==> src/rtl/poly1305_block_framer.sv <==
// Packs a 32-bit byte stream into 128-bit zero-padded Poly1305 blocks (AAD, payload, length).
// Optional protocol checking on err is compiled in with `define FRAMER_ERRCHK_EN.
module poly1305_block_framer #(
  parameter int LEN_W = 32
) (
  input  logic         clk,
  input  logic         rst,
  input  logic         start,
  input  logic         no_aad,
  input  logic         no_pld,
  input  logic         in_valid,
  input  logic [31:0]  in_data,
  input  logic [3:0]   in_keep,
  input  logic         in_last,
  output logic         in_ready,
  output logic         aad_valid,
  output logic [127:0] aad_data,
  output logic [15:0]  aad_keep,
  input  logic         aad_ready,
  output logic         pld_valid,
  output logic [127:0] pld_data,
  output logic [15:0]  pld_keep,
  input  logic         pld_ready,
  output logic         len_valid,
  output logic [127:0] len_block,
  input  logic         len_ready,
  output logic         busy,
  output logic         done,
  output logic         err
);

  typedef enum logic [2:0] {
    IDLE, AAD_COL, AAD_EMIT, PLD_COL, PLD_EMIT, LEN_EMIT
  } state_t;

  state_t             state_q, state_d;
  logic [127:0]       buf_q, buf_d;
  logic [15:0]        keep_q, keep_d;
  logic [1:0]         idx_q, idx_d;
  logic [LEN_W-1:0]   aad_cnt_q, aad_cnt_d;
  logic [LEN_W-1:0]   pld_cnt_q, pld_cnt_d;
  logic               no_pld_q, no_pld_d;
  logic               last_q, last_d;
  logic               done_q, done_d;

  logic               in_aad;
  logic [2:0]         pop;
  logic [LEN_W-1:0]   cnt_cur, cnt_sum;
  logic [31:0]        word_masked;
  state_t             next_phase;

  function automatic logic [2:0] popcnt4(input logic [3:0] k);
    popcnt4 = 3'(k[0]) + 3'(k[1]) + 3'(k[2]) + 3'(k[3]);
  endfunction

  function automatic logic [31:0] mask_word(input logic [31:0] d, input logic [3:0] k);
    for (int b = 0; b < 4; b++) mask_word[8*b +: 8] = k[b] ? d[8*b +: 8] : 8'h00;
  endfunction

  assign in_aad      = (state_q == AAD_COL);
  assign pop         = popcnt4(in_keep);
  assign cnt_cur     = in_aad ? aad_cnt_q : pld_cnt_q;
  assign word_masked = mask_word(in_data, in_keep);
  // After AAD comes payload unless the message has none; after payload, the length block.
  assign next_phase  = (in_aad && !no_pld_q) ? PLD_COL : LEN_EMIT;

`ifdef FRAMER_ERRCHK_EN
  logic err_q, err_d;
  logic wrap;

  function automatic logic keep_legal(input logic [3:0] k);
    keep_legal = (k == 4'b0000) || (k == 4'b0001) || (k == 4'b0011) ||
                 (k == 4'b0111) || (k == 4'b1111);
  endfunction

  assign {wrap, cnt_sum} = {1'b0, cnt_cur} + (LEN_W+1)'(pop);
  assign err = err_q;
`else
  assign cnt_sum = cnt_cur + LEN_W'(pop);
  assign err     = 1'b0;
`endif

  always_comb begin
    state_d   = state_q;
    buf_d     = buf_q;
    keep_d    = keep_q;
    idx_d     = idx_q;
    aad_cnt_d = aad_cnt_q;
    pld_cnt_d = pld_cnt_q;
    no_pld_d  = no_pld_q;
    last_d    = last_q;
    done_d    = 1'b0;
`ifdef FRAMER_ERRCHK_EN
    err_d     = err_q;
`endif
    unique case (state_q)
      IDLE: begin
        if (start) begin
          aad_cnt_d = '0;
          pld_cnt_d = '0;
          no_pld_d  = no_pld;
          last_d    = 1'b0;
`ifdef FRAMER_ERRCHK_EN
          err_d     = 1'b0;
`endif
          if (!no_aad)     state_d = AAD_COL;
          else if (!no_pld) state_d = PLD_COL;
          else              state_d = LEN_EMIT;
        end
      end
      AAD_COL, PLD_COL: begin
        if (in_valid) begin
          if (in_aad) aad_cnt_d = cnt_sum;
          else        pld_cnt_d = cnt_sum;
`ifdef FRAMER_ERRCHK_EN
          if (!keep_legal(in_keep) || (in_keep != 4'hF && !in_last) || wrap) err_d = 1'b1;
`endif
          // A closing word with nothing buffered ends the section without a block.
          if (in_last && idx_q == 2'd0 && in_keep == 4'h0) begin
            state_d = next_phase;
          end else begin
            buf_d[{idx_q, 5'd0} +: 32] = word_masked;
            keep_d[{idx_q, 2'd0} +: 4] = in_keep;
            idx_d  = idx_q + 2'd1;
            last_d = in_last;
            if (idx_q == 2'd3 || in_last) state_d = in_aad ? AAD_EMIT : PLD_EMIT;
          end
        end
      end
      AAD_EMIT, PLD_EMIT: begin
        if ((state_q == AAD_EMIT) ? aad_ready : pld_ready) begin
          buf_d  = '0;
          keep_d = '0;
          idx_d  = 2'd0;
          last_d = 1'b0;
          if (state_q == AAD_EMIT) state_d = last_q ? (no_pld_q ? LEN_EMIT : PLD_COL) : AAD_COL;
          else                     state_d = last_q ? LEN_EMIT : PLD_COL;
        end
      end
      LEN_EMIT: begin
        if (len_ready) begin
          done_d  = 1'b1;
          state_d = IDLE;
        end
      end
      default: state_d = IDLE;
    endcase
  end

  always_ff @(posedge clk or posedge rst) begin
    if (rst) begin
      state_q   <= IDLE;
      buf_q     <= '0;
      keep_q    <= '0;
      idx_q     <= 2'd0;
      aad_cnt_q <= '0;
      pld_cnt_q <= '0;
      no_pld_q  <= 1'b0;
      last_q    <= 1'b0;
      done_q    <= 1'b0;
`ifdef FRAMER_ERRCHK_EN
      err_q     <= 1'b0;
`endif
    end else begin
      state_q   <= state_d;
      buf_q     <= buf_d;
      keep_q    <= keep_d;
      idx_q     <= idx_d;
      aad_cnt_q <= aad_cnt_d;
      pld_cnt_q <= pld_cnt_d;
      no_pld_q  <= no_pld_d;
      last_q    <= last_d;
      done_q    <= done_d;
`ifdef FRAMER_ERRCHK_EN
      err_q     <= err_d;
`endif
    end
  end

  // Outputs decode registered state only; nothing flows combinationally from inputs.
  assign in_ready  = (state_q == AAD_COL) || (state_q == PLD_COL);
  assign aad_valid = (state_q == AAD_EMIT);
  assign aad_data  = aad_valid ? buf_q : '0;
  assign aad_keep  = aad_valid ? keep_q : '0;
  assign pld_valid = (state_q == PLD_EMIT);
  assign pld_data  = pld_valid ? buf_q : '0;
  assign pld_keep  = pld_valid ? keep_q : '0;
  assign len_valid = (state_q == LEN_EMIT);
  assign len_block = len_valid ? {64'(pld_cnt_q), 64'(aad_cnt_q)} : '0;
  assign busy      = (state_q != IDLE);
  assign done      = done_q;

endmodule

==> config.mk <==
export PLATFORM = sky130hd
export DESIGN_NAME = poly1305_block_framer
export DESIGN_NICKNAME = d
export VERILOG_FILES = /design/src/rtl/poly1305_block_framer.sv
export SDC_FILE = /design/constraint.sdc
export NUM_CORES = 1
export LEC_CHECK = 0
export BUFFER_PORTS_ARGS = -buffer_cell sky130_fd_sc_hd__buf_2
export CAP_MARGIN = 10
export CELL_PAD_IN_SITES_DETAIL_PLACEMENT = 0
export CELL_PAD_IN_SITES_GLOBAL_PLACEMENT = 1
export CORE_AREA = 2 2 187 189
export DETAILED_ROUTE_END_ITERATION = 8
export DIE_AREA = 0 0 189 191
export HOLD_SLACK_MARGIN = 0.15
export PLACE_DENSITY_LB_ADDON = 0.1
export RECOVER_POWER = 25
export SETUP_SLACK_MARGIN = 0.1
export SKIP_CTS_REPAIR_TIMING = 1
export SYNTH_ARGS = -nofsm -noshare
export SYNTH_HDL_FRONTEND = slang
export SYNTH_SLANG_ARGS = --single-unit
==> constraint.sdc <==
create_clock -name clk -period 11.3 [get_ports clk]
set_input_delay 2.26 -clock clk [delete_from_list [all_inputs] [get_ports clk]]
set_output_delay 2.26 -clock clk [all_outputs]
set_load 0.05 [all_outputs]
==> reports/metrics.yaml <==
global_routing:
  grt_pass1_vias: 11100
  gr-total-overflow: 0
  grt_pass1_wl_mm: 72.4
  grt_usage_pct: 25.9
  grt_max_degree: 146
  antenna_found_initial: 1
synthesis:
  syn_avg_cell_area_um2: 9.07
  synth_cells: 1487
  ys_seq_area_share_pct: 40.1
  synth_warnings: 0
  syn-cell-area_mm2: 0.0135
  synth_flop_cell: "dfrtp_1"
  postSynth.asyncResetShare_pct: 100
  yosysUniqueCellTypes: 76
  ys_ff_latch: 216
  synth_edf_count: 0
final_layout:
  num-fill-cells: 3404
  final_cell_mix: "buf_2, and2_1, dfrtp_1"
  num_antenna_cells: 0
  final-seq-area_mm2: 0.00541
  stdcell_count: 2274
  drive_gt1_share_pct: 26.8
  final_net_count: 1859
  multi_input_area_mm2: 0.00725
  area_delta_synth_final_pct: 21.4
  layout_commonest_cell: "buf_2"
timing:
  setup_viol_count_final: 0
  fmax_mhz: 146
  rsz0062_at_grt: "false"
  setup-tns-final_ps: 0
  period_minus_slack_ps: 6860
  fin_skew_ps: 15.8
  slew_headroom_pct: -328
  finalCritPeriodShare_pct: 60.7
  slew_violations: 158
  timing.final.hold_violations: 0
  worst_slew_pin_slew_ps: 6420
worst_setup_path:
  cp_cell_sequence: "buf_2, clkinvlp_2"
  crit_required_ps: 10360
  crit_type: "in -> async"
  end_kind: "async pin"
  cp_top_family: "buffers and inverters"
  start_kind: "primary input"
  cp_max_fo: 142
  crit_arrival_ps: 5910
  slowest_delay_ps: 3510
  path_buf_inv: 2
  crit_slowest_cell: "clkinvlp_2"
power:
  ir_drop_mv: 0.129
  p_leak_nw: 8.63
  power_density_mw_per_mm2: 185
clocking:
  cts_root_buf: "clkbuf_16"
  cts_buffers: 26
  htree_levels: 1
  clk_pin_slew_ps: 60
  clock_sinks: 216
  clk_path_buf_depth: 3
  cts_tree: "done"
  insertion_delay_ps: 540
die:
  die_y_um: 191
  die_area_mm2: 0.0361
  die_w_um: 189
  num_io_pins: 469
  core_area_mm2: 0.0341
  rows: 68
  initial_core_util_pct: 39.5
placed_design:
  dp.cells: 2229
  hpwlAfterDp_mm: 34.9
  gp_congestion: 0.827
  io_buffers: 403
drt:
  avgRoutedWirePerCell_um: 21.5
  drc: 0
  vias: 12200
  detail_route.iter0.violations: 852
  finalWirelength_mm: 48.9
  drt_pass1_iterations: 5
  ant_nets: 0
  drt-vias-per-instance: 5.37
outcome:
  status: "finished, violations left"
  violations: "capacitance limit, slew limit"
worst_hold_path:
  min_path_type: "reg -> reg"
flow_run:
  max_cap_violations: 2
-- flip-flops by register name (all words and copies together), names as in the netlist --
register   flops
no_pld_q       1
pld_cnt_q     32
done           1
aad_cnt_q     32
idx_q          2
buf_q        128
state_q        3
last_q         1
keep_q        16
-- routing by layer --
layer | track usage (%) | part of all wire [%]
met3 | 3.36 | 4.9
met4 | 7.42 | 2.9
met5 | 0 | 0.027
met1 | 34.1 | 43
met2 | 44.6 | 49
-- power breakdown --
group / switching, mW / internal [mW]
registers: 0.126 / 0.869
clock network: 0.340 / 0.539
logic: 0.877 / 0.272
total: 1.34 / 1.68
-- metrics by stage --
stage	setup WS, ps	power (mW)	instance area (um2)	utilization, %	hold WS (ps)
finish	4440	3.02	16400	48.0	483
global route	3240	3.18	16400	48.0	503
floorplan	3130	1.82	13700	-	450
detailed placement	4890	2.16	15500	45.4	473
CTS	5260	3.04	16400	48.0	486
global placement	4990	2.15	15500	45.4	465
-- area by class of cell --
cell class	count	share of cell area (%)
sequential	216	33.0
clock buffer	35	4.43
timing repair buffer	420	13.1
inverter	28	0.650
multi-input combinational	1110	44.3
clock inverter	10	1.01
tap	455	3.48
-- cell families (layout without fill, tap and decap cells) --
kind of cell               Yosys count  in the layout  share of synthesized area (%)
and+or+nand+nor                    652            652                           27.5
AOI/OAI and AO/OA                  331            331                           19.0
buffers and inverters              225            493                           8.32
DFF                                216            216                           40.1
muxes                               43             43                           3.28
adders and majority gates           11             11                           1.19
xor gates and xnor gates             8              8                          0.520
other                                1             65                         0.0278
-- synth_stat cells, drive strengths merged (11+ instances only) --
cell type | n | share of area (%)
nor3 | 26 | 0.97
and2 | 355 | 16
a22o | 140 | 9.1
buf | 95 | 4.7
inv | 27 | 0.75
nor2 | 51 | 1.4
clkbuf | 102 | 2.8
mux2i | 37 | 2.7
nand2 | 102 | 2.8
a21oi | 31 | 1.2
nand4 | 20 | 0.93
a21o | 20 | 1.1
and3 | 13 | 0.60
nor4 | 11 | 0.70
nand3 | 21 | 0.82
o21ai | 41 | 1.5
dfrtp | 216 | 40
-- final timing paths --
kind                       cells past startpoint                   start  slack [ps]                        end
max                                            2                     rst        4440     state_q[1]$_DFFE_PP0P_
min                                            1  keep_q[12]$_DFFE_PP0P_         480     keep_q[12]$_DFFE_PP0P_
max reg2reg                                   12  state_q[1]$_DFFE_PP0P_        6030  aad_cnt_q[18]$_DFFE_PP0P_
min reg2reg                                    1  keep_q[12]$_DFFE_PP0P_         480     keep_q[12]$_DFFE_PP0P_
max in group clk                               7  state_q[1]$_DFFE_PP0P_        5220              pld_data[108]
min in group asynchronous                      2                     rst        3720  pld_cnt_q[23]$_DFFE_PP0P_
(Power assumes the default switching activity.)
